--- config.mk ---
export PLATFORM = sky130hd
export DESIGN_NAME = upc_loop_monitor
export DESIGN_NICKNAME = d
export VERILOG_FILES = /design/src/rtl/upc_mon_pkg.sv /design/src/rtl/sat_counter.sv /design/src/rtl/upc_loop_monitor.sv
export SDC_FILE = /design/constraint.sdc
export NUM_CORES = 1
export LEC_CHECK = 0
export ABC_AREA = 1
export BUFFER_PORTS_ARGS = -buffer_cell sky130_fd_sc_hd__clkbuf_2
export CELL_PAD_IN_SITES_DETAIL_PLACEMENT = 1
export CELL_PAD_IN_SITES_GLOBAL_PLACEMENT = 1
export CORE_MARGIN = 2
export CORE_UTILIZATION = 38
export CTS_BUF_LIST = sky130_fd_sc_hd__clkbuf_2
export DETAILED_ROUTE_END_ITERATION = 7
export PLACE_DENSITY = 0.86
export SETUP_SLACK_MARGIN = 0.05
export SLEW_MARGIN = 20
export SYNTH_ARGS = -nofsm -noshare
export SYNTH_HDL_FRONTEND = slang
export SYNTH_SLANG_ARGS = --single-unit
export TNS_END_PERCENT = 100
--- constraint.sdc ---
create_clock -name clock -period 2.1 [get_ports clock]
set_clock_uncertainty 0.1 [all_clocks]
set_input_delay 0.315 -clock clock [delete_from_list [all_inputs] [get_ports clock]]
set_output_delay 0.315 -clock clock [all_outputs]
set_load 0.01 [all_outputs]
--- src/rtl/upc_mon_pkg.sv ---
// Shared types and helpers for the upc_loop_monitor block: FSM state enum,
// default counter width and the saturating increment used by every counter.
package upc_mon_pkg;

  localparam int CNT_W_DEFAULT = 32;

  typedef enum logic [1:0] {
    ST_IDLE   = 2'd0,
    ST_RUN    = 2'd1,
    ST_HOLD   = 2'd2,
    ST_FROZEN = 2'd3
  } mon_state_t;

  // Width-generic: callers widen their value to 64 bits and pass their own all-ones ceiling.
  function automatic logic [63:0] sat_inc(input logic [63:0] value, input logic [63:0] ceiling);
    return (value >= ceiling) ? value : value + 64'd1;
  endfunction

endpackage

--- src/rtl/sat_counter.sv ---
// Saturating up-counter with synchronous load; never wraps past all-ones.
module sat_counter
  import upc_mon_pkg::*;
#(
  parameter int W = CNT_W_DEFAULT
) (
  input  logic         clock,
  input  logic         reset,
  input  logic         enable,
  input  logic         load,
  input  logic [W-1:0] value,
  output logic [W-1:0] count
);

  localparam logic [W-1:0] ALL_ONES = '1;

  always_ff @(posedge clock or negedge reset) begin
    if (!reset) begin
      count <= '0;
    end else if (load) begin
      count <= value;
    end else if (enable) begin
      count <= W'(sat_inc(64'(count), 64'(ALL_ONES)));
    end
  end

endmodule

--- src/rtl/upc_loop_monitor.sv ---
// Loop invocation / iteration monitor with latency statistics and a sticky freeze.
// Optional stall counting is built when UPC_LOOP_MONITOR_STALL_EN is defined.
module upc_loop_monitor
  import upc_mon_pkg::*;
#(
  parameter int STATE_W = 1,
  parameter int CNT_W   = CNT_W_DEFAULT
) (
  input  logic               clock,
  input  logic               reset,
  input  logic [STATE_W-1:0] cur_state,
  input  logic [STATE_W-1:0] iter_start_state,
  input  logic [STATE_W-1:0] iter_end_state,
  input  logic [STATE_W-1:0] quit_state,
  input  logic               iter_start_block,
  input  logic               iter_end_block,
  input  logic               quit_block,
  input  logic               iter_start_enable,
  input  logic               iter_end_enable,
  input  logic               quit_enable,
  input  logic               loop_start,
  input  logic               loop_ready,
  input  logic               loop_done,
  input  logic               loop_continue,
  input  logic               quit_at_end,
  input  logic               finish,
  output logic               active,
  output logic               iter_start_p,
  output logic               iter_end_p,
  output logic               quit_p,
  output logic [CNT_W-1:0]   invocations,
  output logic [CNT_W-1:0]   iter_started,
  output logic [CNT_W-1:0]   iter_ended,
  output logic [CNT_W-1:0]   last_latency,
  output logic [CNT_W-1:0]   max_latency,
  output logic [7:0]         inflight,
  output logic [CNT_W-1:0]   stall_cycles,
  output logic               finished
);

  mon_state_t       state;
  logic             pend_done;
  logic             pend_cont;
  logic [CNT_W-1:0] latency;
  logic             start_hit, end_hit, quit_hit;
  logic             live, run, done_eff, cont_eff;
  logic             begin_inv, close_inv, max_upd;
  logic             unused_ready;

  assign unused_ready = loop_ready;

  assign start_hit    = (cur_state == iter_start_state) & ~iter_start_block & iter_start_enable;
  assign end_hit      = (cur_state == iter_end_state) & ~iter_end_block & iter_end_enable;
  assign quit_hit     = (cur_state == quit_state) & ~quit_block & quit_enable;
  assign iter_start_p = start_hit & active;
  assign iter_end_p   = end_hit & active;
  assign quit_p       = quit_hit & active & (~quit_at_end | iter_end_p);

  // The finish cycle itself already freezes statistics, not only the cycles after it.
  assign live      = (state != ST_FROZEN) & ~finish;
  assign run       = (state == ST_RUN);
  // A done seen together with loop_start is replayed on the first RUN cycle.
  assign done_eff  = loop_done | pend_done;
  assign cont_eff  = pend_done ? pend_cont : loop_continue;
  assign begin_inv = live & (state == ST_IDLE) & loop_start;
  assign close_inv = live & ((run & done_eff & cont_eff) | ((state == ST_HOLD) & loop_continue));
  assign max_upd   = close_inv & (latency > max_latency);

  always_ff @(posedge clock or negedge reset) begin
    if (!reset) begin
      state     <= ST_IDLE;
      active    <= 1'b0;
      finished  <= 1'b0;
      pend_done <= 1'b0;
      pend_cont <= 1'b0;
    end else if (finish) begin
      state     <= ST_FROZEN;
      active    <= 1'b0;
      finished  <= 1'b1;
      pend_done <= 1'b0;
    end else begin
      case (state)
        ST_IDLE: if (loop_start) begin
          state     <= ST_RUN;
          active    <= 1'b1;
          pend_done <= loop_done;
          pend_cont <= loop_continue;
        end
        ST_RUN: begin
          pend_done <= 1'b0;
          if (done_eff) begin
            state  <= cont_eff ? ST_IDLE : ST_HOLD;
            active <= ~cont_eff;
          end
        end
        ST_HOLD: if (loop_continue) begin
          state  <= ST_IDLE;
          active <= 1'b0;
        end
        default: ;
      endcase
    end
  end

  always_ff @(posedge clock or negedge reset) begin
    if (!reset) begin
      inflight <= '0;
    end else if (live) begin
      if (iter_start_p & ~iter_end_p) begin
        inflight <= 8'(sat_inc(64'(inflight), 64'd255));
      end else if (iter_end_p & ~iter_start_p & (inflight != 8'd0)) begin
        inflight <= inflight - 8'd1;
      end
    end
  end

  sat_counter #(.W(CNT_W)) u_latency (
    .clock(clock), .reset(reset), .enable(live & active), .load(begin_inv),
    .value(CNT_W'(1)), .count(latency)
  );

  sat_counter #(.W(CNT_W)) u_invocations (
    .clock(clock), .reset(reset), .enable(begin_inv), .load(1'b0),
    .value('0), .count(invocations)
  );

  sat_counter #(.W(CNT_W)) u_iter_started (
    .clock(clock), .reset(reset), .enable(live & iter_start_p), .load(1'b0),
    .value('0), .count(iter_started)
  );

  sat_counter #(.W(CNT_W)) u_iter_ended (
    .clock(clock), .reset(reset), .enable(live & iter_end_p), .load(1'b0),
    .value('0), .count(iter_ended)
  );

  sat_counter #(.W(CNT_W)) u_last_latency (
    .clock(clock), .reset(reset), .enable(1'b0), .load(close_inv),
    .value(latency), .count(last_latency)
  );

  sat_counter #(.W(CNT_W)) u_max_latency (
    .clock(clock), .reset(reset), .enable(1'b0), .load(max_upd),
    .value(latency), .count(max_latency)
  );

`ifdef UPC_LOOP_MONITOR_STALL_EN
  // Only RUN cycles count; a HOLD spent waiting on loop_continue is not a stall.
  sat_counter #(.W(CNT_W)) u_stall_cycles (
    .clock(clock), .reset(reset),
    .enable(live & run & (cur_state == iter_start_state) & iter_start_block),
    .load(1'b0), .value('0), .count(stall_cycles)
  );
`else
  assign stall_cycles = '0;
`endif

endmodule

# Word-level counts from Yosys, hierarchy flattened
# Cells that the tools add are included.
# totals
reg_bits,206
input_bits,18
# op_classes
n_addsub,6
order_cmp,6
n_eq_ne,11
muxes,21
n_bitwise,38
reduce_logical,14
# ops
op,n
adder 32 x 1 -> 32 bit (second input constant),4
>= comparator 32 bit (second input constant),4
two-way mux 32 bit,3
greater-than comparator 32 bit,1
AND 1 bit,24
two-way mux 8 bit,3
inverter 1 bit,11
two-way mux 2 bit,5
AND reduction 2 bit,5
adder 8 x 1 -> 8 bit (second input constant),1
>= comparator 8 bit (second input constant),1
nonzero test 8 bit,1
subtractor 8 x 1 -> 8 bit (second input constant),1
two-way mux 1 bit,7
!= test 2 bit (second input constant),3
!= test 3 bit (second input constant),2
one-hot mux 2 bit (3 select lines),1
AND reduction 3 bit,2
AND reduction 4 bit,1
nonzero test 2 bit,2
nonzero test 4 bit,1
== test 1 bit,3
!= test 3 x 2 -> 1 bit (second input constant),1
bitwise OR 1 bit,3
other kinds (6),6

# Logic depth before layout (Yosys ltp)
# depth
depth_word,9
ltp_mapped,17

# By module
# A second synthesis with hierarchy kept.
# hier_totals
hier_cells,2570
hier_area_um2,17305.3
# modules_own_cells
module,instances,cells_per_inst,area_per_inst_um2,seq_area_each_um2
sat_counter,6,370,2484.9,800.8
upc_loop_monitor,1,350,2396.0,350.3

# Worst setup path after synthesis
# OpenSTA, ideal clock, no wires.
# synth_path
path_kind,reg2reg
startpoint,reg active
endpoint,reg inflight[5]
arrival_ns,2.023
t_required_ns,1.877
slack_ns,-0.145
stages_incl_launch_ff,10
synth_period_minus_slack_ns,2.245
cell_sequence,dfrtp_1 nand3b_1 nor2_2 nand2_1 ha_1 a21oi_1 nand2_1 a21boi_0 xor2_1 o21ai_1
# synth_via
elab_chain_len,6
word_cells_on_any_way,11
cone_classes,1 x eq/ne; 1 x mux; 7 x bitwise; 2 x reduce/logical
# synth_rtl
item,line_no,source
start: declaration,upc_loop_monitor.sv:27,"output logic active,"
start signal: assignment,upc_loop_monitor.sv:93,active <= ~cont_eff;
AND 1 bit *,upc_loop_monitor.sv:55,assign iter_start_p = start_hit & active;
net iter_start_p,upc_loop_monitor.sv:28,"output logic iter_start_p,"
inverter 1 bit,upc_loop_monitor.sv:111,end else if (iter_end_p & ~iter_start_p & (inflight != 8'd0)) begin
AND 1 bit (2 in a row),upc_loop_monitor.sv:111,
nonzero test 2 bit (no source line),--,
AND reduction 3 bit (no source line),--,
end signal: assignment,upc_loop_monitor.sv:110,"inflight <= 8'(sat_inc(64'(inflight), 64'd255));"
end signal: assignment,upc_loop_monitor.sv:112,inflight <= inflight - 8'd1;
end: declaration,upc_loop_monitor.sv:36,"output logic [7:0] inflight,"
# The timed path passes the listed nets; every way through them passes the cells marked *.
# A chain may end at the register's enable or synchronous reset.

# Final worst setup path
# layout_path
startpoint,reg active
endpoint,out quit_p
# layout_via
elab_chain_len,3
word_cells_on_any_way,4
cone_classes,4 x bitwise
# layout_rtl
item,line_no,source
AND 1 bit,upc_loop_monitor.sv:56,assign iter_end_p = end_hit & active;
bitwise OR 1 bit,upc_loop_monitor.sv:57,assign quit_p = quit_hit & active & (~quit_at_end | iter_end_p);
AND 1 bit *,upc_loop_monitor.sv:57,
end: declaration,upc_loop_monitor.sv:30,"output logic quit_p,"
# Every way passes the cells marked *; elsewhere a longest branch is shown, timed or not.

==> flow_summary.yaml <==
status:
  status: "complete, but fails checks"
  failed_checks: "setup timing"
detailed_routing:
  wl_met3_um: 5550
  drc: 0
  drtIter0Drc: 1278
  highest_layer: "met5"
  postRouteAntennaNets: 0
  num_vias: 15318
  drt-met1-wl_um: 23600
  drt-vias-per-instance: 5.62
  routed_wl_um: 67400
  post_drt_wl_per_cell_um: 24.7
  met2RoutedLength_um: 32600
  drtPass1Iterations: 6
clock_network:
  cts_tree: "yes"
  root_buffer: "clkbuf_2"
  cts_buffers: 59
  clk_latency_ns: 1.07
  ctsHtreeMaxLevel: 2
  cts.sinks: 206
  path_clk_slew_ns: 0.09
  cts_buffer_depth: 3
floorplanning:
  die_height_um: 186
  die_x_um: 186
  pin_count: 223
  core_area_mm2: 0.0325
  start_util_pct: 38.6
  die_area_mm2: 0.0345
  rows: 66
synth:
  synth_edf_count: 0
  muxShareOfSynthArea_pct: 0.448
  synth_ff_type: "dfrtp_1"
  synth_cells: 1680
  synth-seq-area-share_pct: 41.0
  yosysUniqueCellTypes: 44
  yosys_warnings: 0
  synthSimpleGateAreaFrac_pct: 30.9
  yosys-top-cells-area: "dfrtp_1, nand2_1, xor2_1"
  synth_top_family_by_area: "simple AND/OR/NAND/NOR gates"
  yosys_register_bits: 206
  yosysMostFrequentCell: "nand2_1"
  synth_compound_area_share_pct: 7.02
  synth.top_cell.area_share_pct: 41.0
  netlist_area_mm2: 0.0126
  syn_area_per_cell_um2: 7.48
  yosys-top-cells-count: "nand2_1, dfrtp_1, inv_1, nor2_1, nand3_1"
  ys_async_sr_fraction_pct: 100
  synth_xor_area_share_pct: 6.83
  synth_top_area_cell: "dfrtp_1"
  yosys.area_share.adder_pct: 4.74
place:
  post-dp-hpwl_um: 32100
  dpl-instance-area_mm2: 0.0147
  gp_congestion: 0.955
  port_buffers: 189
global_route:
  grt_usage_pct: 29.5
  antenna_found_initial: 3
  grt_first_pass_wirelength_um: 79300
  grt_max_degree: 63
  grt_pass1_vias: 15129
  overflow: 0
critical_path:
  r2r_slack_ns: -0.47
  worst_ep_arrival_time_ns: 2.31
  criticalPathCategory: "flip-flop to primary output"
  regToRegEndpoint: "u_max_latency.count[13]$_DFFE_PN0P_"
  crit_path_max_incr_delay_ns: 0.41
  crit_fanout: 3
  cp-end-kind: "primary output"
  critPathLaunchType: "flip-flop"
  r2r_start: "u_latency.count[22]$_DFFE_PN0P_"
  r2r_cells: 12
  slowest_stage: "dfrtp_1"
  crit_required_ns: 1.68
  crit_chain: "nand3b_1, nor2_4, inv_2, buf_6, a2111oi_4, buf_2"
cells_and_area:
  final_area_mm2: 0.0195
  area_delta_synth_final_pct: 55.4
  final_nets: 2303
  layout-drive-gt1-share_pct: 39.8
sta:
  tightest_slew_ns: 0.689
  slew_headroom_pct: 53.9
  min_period_ns: 2.72
  finalCritPeriodShare_pct: 130
  finalMaxSlewViolations: 0
  rsz0062_at_grt: "true"
  hold_viol_final: 0
  setup_viol: 127
  max_freq_ghz: 0.368
  setup_ws_ns: -0.621
  setup_tns_ns: -26.21
pwr:
  p_per_area_mw_per_mm2: 1010
  p_leak_nw: 9.49
  irDropWorstVdd_mv: 0.579
worst_hold_path:
  hp-start: "loop_start"
  hold_path_depth: 4
  min_to: "pend_cont$_DFFE_PN0P_"
  hold_path_class: "input port to flip-flop"
run:
  maxCapViolations: 0
==> layout by cell type, fill, tap and decap left out, types with 14 or more instances in the layout <==
master       n
o21ai_0     56
buf_4      245
ha_1        23
a21oi_1     15
nand2_1    449
nor2_4      23
o21ai_1     55
xnor2_1     14
nand4_1     25
clkbuf_2   199
ha_4        18
nor2_1     123
dfrtp_2     34
nand2_4     38
buf_6      104
nor3_1      49
buf_12      17
buf_8       18
clkbuf_16   14
nand3_2     25
conb_1      32
dfrtp_1    172
xor2_1      82
nand3_1     75
nand2_2     57
inv_1      154
==> cell families after synthesis <==
kind of cell             after synthesis
adder cells (fa/ha/maj)               47
multiplexers                           5
XOR/XNOR                              98
flip-flops                           206
AO/OA/AOI/OAI                        162
AND/OR/NAND/NOR                      920
other                                  1
buffers and inverters                241
==> metal layers <==
| metal | GRT usage, % | up-vias |
|---|---|---|
| met5 | 0 | - |
| li1 | - | 6481 |
| met2 | 52.3 | 923 |
| met1 | 32.6 | 7475 |
| met3 | 7.32 | 435 |
| met4 | 15.0 | 4 |
==> sequential cells by signal, indices dropped and copies added (netlist names) <==
signal and count:
u_iter_started.count 32, state 2, finished 1, u_invocations.count 32, inflight 8, active 1
u_max_latency.count 32, pend_done 1, u_last_latency.count 32, u_latency.count 32, pend_cont 1, u_iter_ended.count 32
==> worst max path at each step <==
stage	startpoint	to	slack, ns	cells past startpoint
2_1_floorplan	active$_DFFE_PN0P_	inflight[5]$_DFFE_PN0P_	0.07	8
3_3_place_gp	cur_state	inflight[7]$_DFFE_PN0P_	-0.11	12
3_5_place_dp	u_max_latency.count[22]$_DFFE_PN0P_	u_max_latency.count[12]$_DFFE_PN0P_	-0.15	12
4_1_cts	active$_DFFE_PN0P_	quit_p	-0.72	6
5_1_grt	active$_DFFE_PN0P_	quit_p	-0.73	6
6_report	active$_DFFE_PN0P_	quit_p	-0.62	6
==> metrics by stage <==
step	setup WS, ns	total power [mW]	utilization (%)	instances	hold slack [ns]
2_1_floorplan	0.0748	8.89	-	1711	-0.0806
3_3_place_gp	-0.108	11.1	45.1	2382	0.179
3_5_place_dp	-0.153	11.5	45.1	2382	0.184
4_1_cts	-0.716	16.3	53.3	2640	-0.0785
5_1_grt	-0.734	20.6	60.0	2726	0.108
6_report	-0.621	19.8	60.0	2726	0.0998
==> repair_timing <==
item | 4_1_cts | 5_1_grt
cloned | 4 | 21
endpoints found under the hold margin | 294 | 0
gates resized for setup | 191 | 410
setup buffers | 142 | 77
hold buffers | 12 | 0
pin swaps | 48 | 70
setup endpoints to repair | 256 | 297
==> layout make-up <==
class                   instances  area (um2)
multi-input cells            1265        7710
repair buffers                535        4880
repair inverters                1        8.76
well taps                     442         553
flip-flops and latches        206        5200
fillers                      3935       13000
inverters                     170         666
clock inverters                16        63.8
diodes                          1        2.50
clock buffers                  90         450
==> where the power goes <==
group	leakage [nW]	internal (mW)	switching [mW]
Combinational	6.41	4.84	6.11
Sequential	2.68	4.79	0.743
Clock	0.406	1.13	2.16
Total	9.49	10.8	9.01
==> worst max-delay path, delay by kind of cell (launching register included) <==
kind / cells / cell delay, ns
buffers and inverters: 3 / 0.36
DFF: 1 / 0.41
and+or+nand+nor: 2 / 0.27
AOI/OAI and AO/OA: 1 / 0.26
Power figures use the tool's default switching activity.
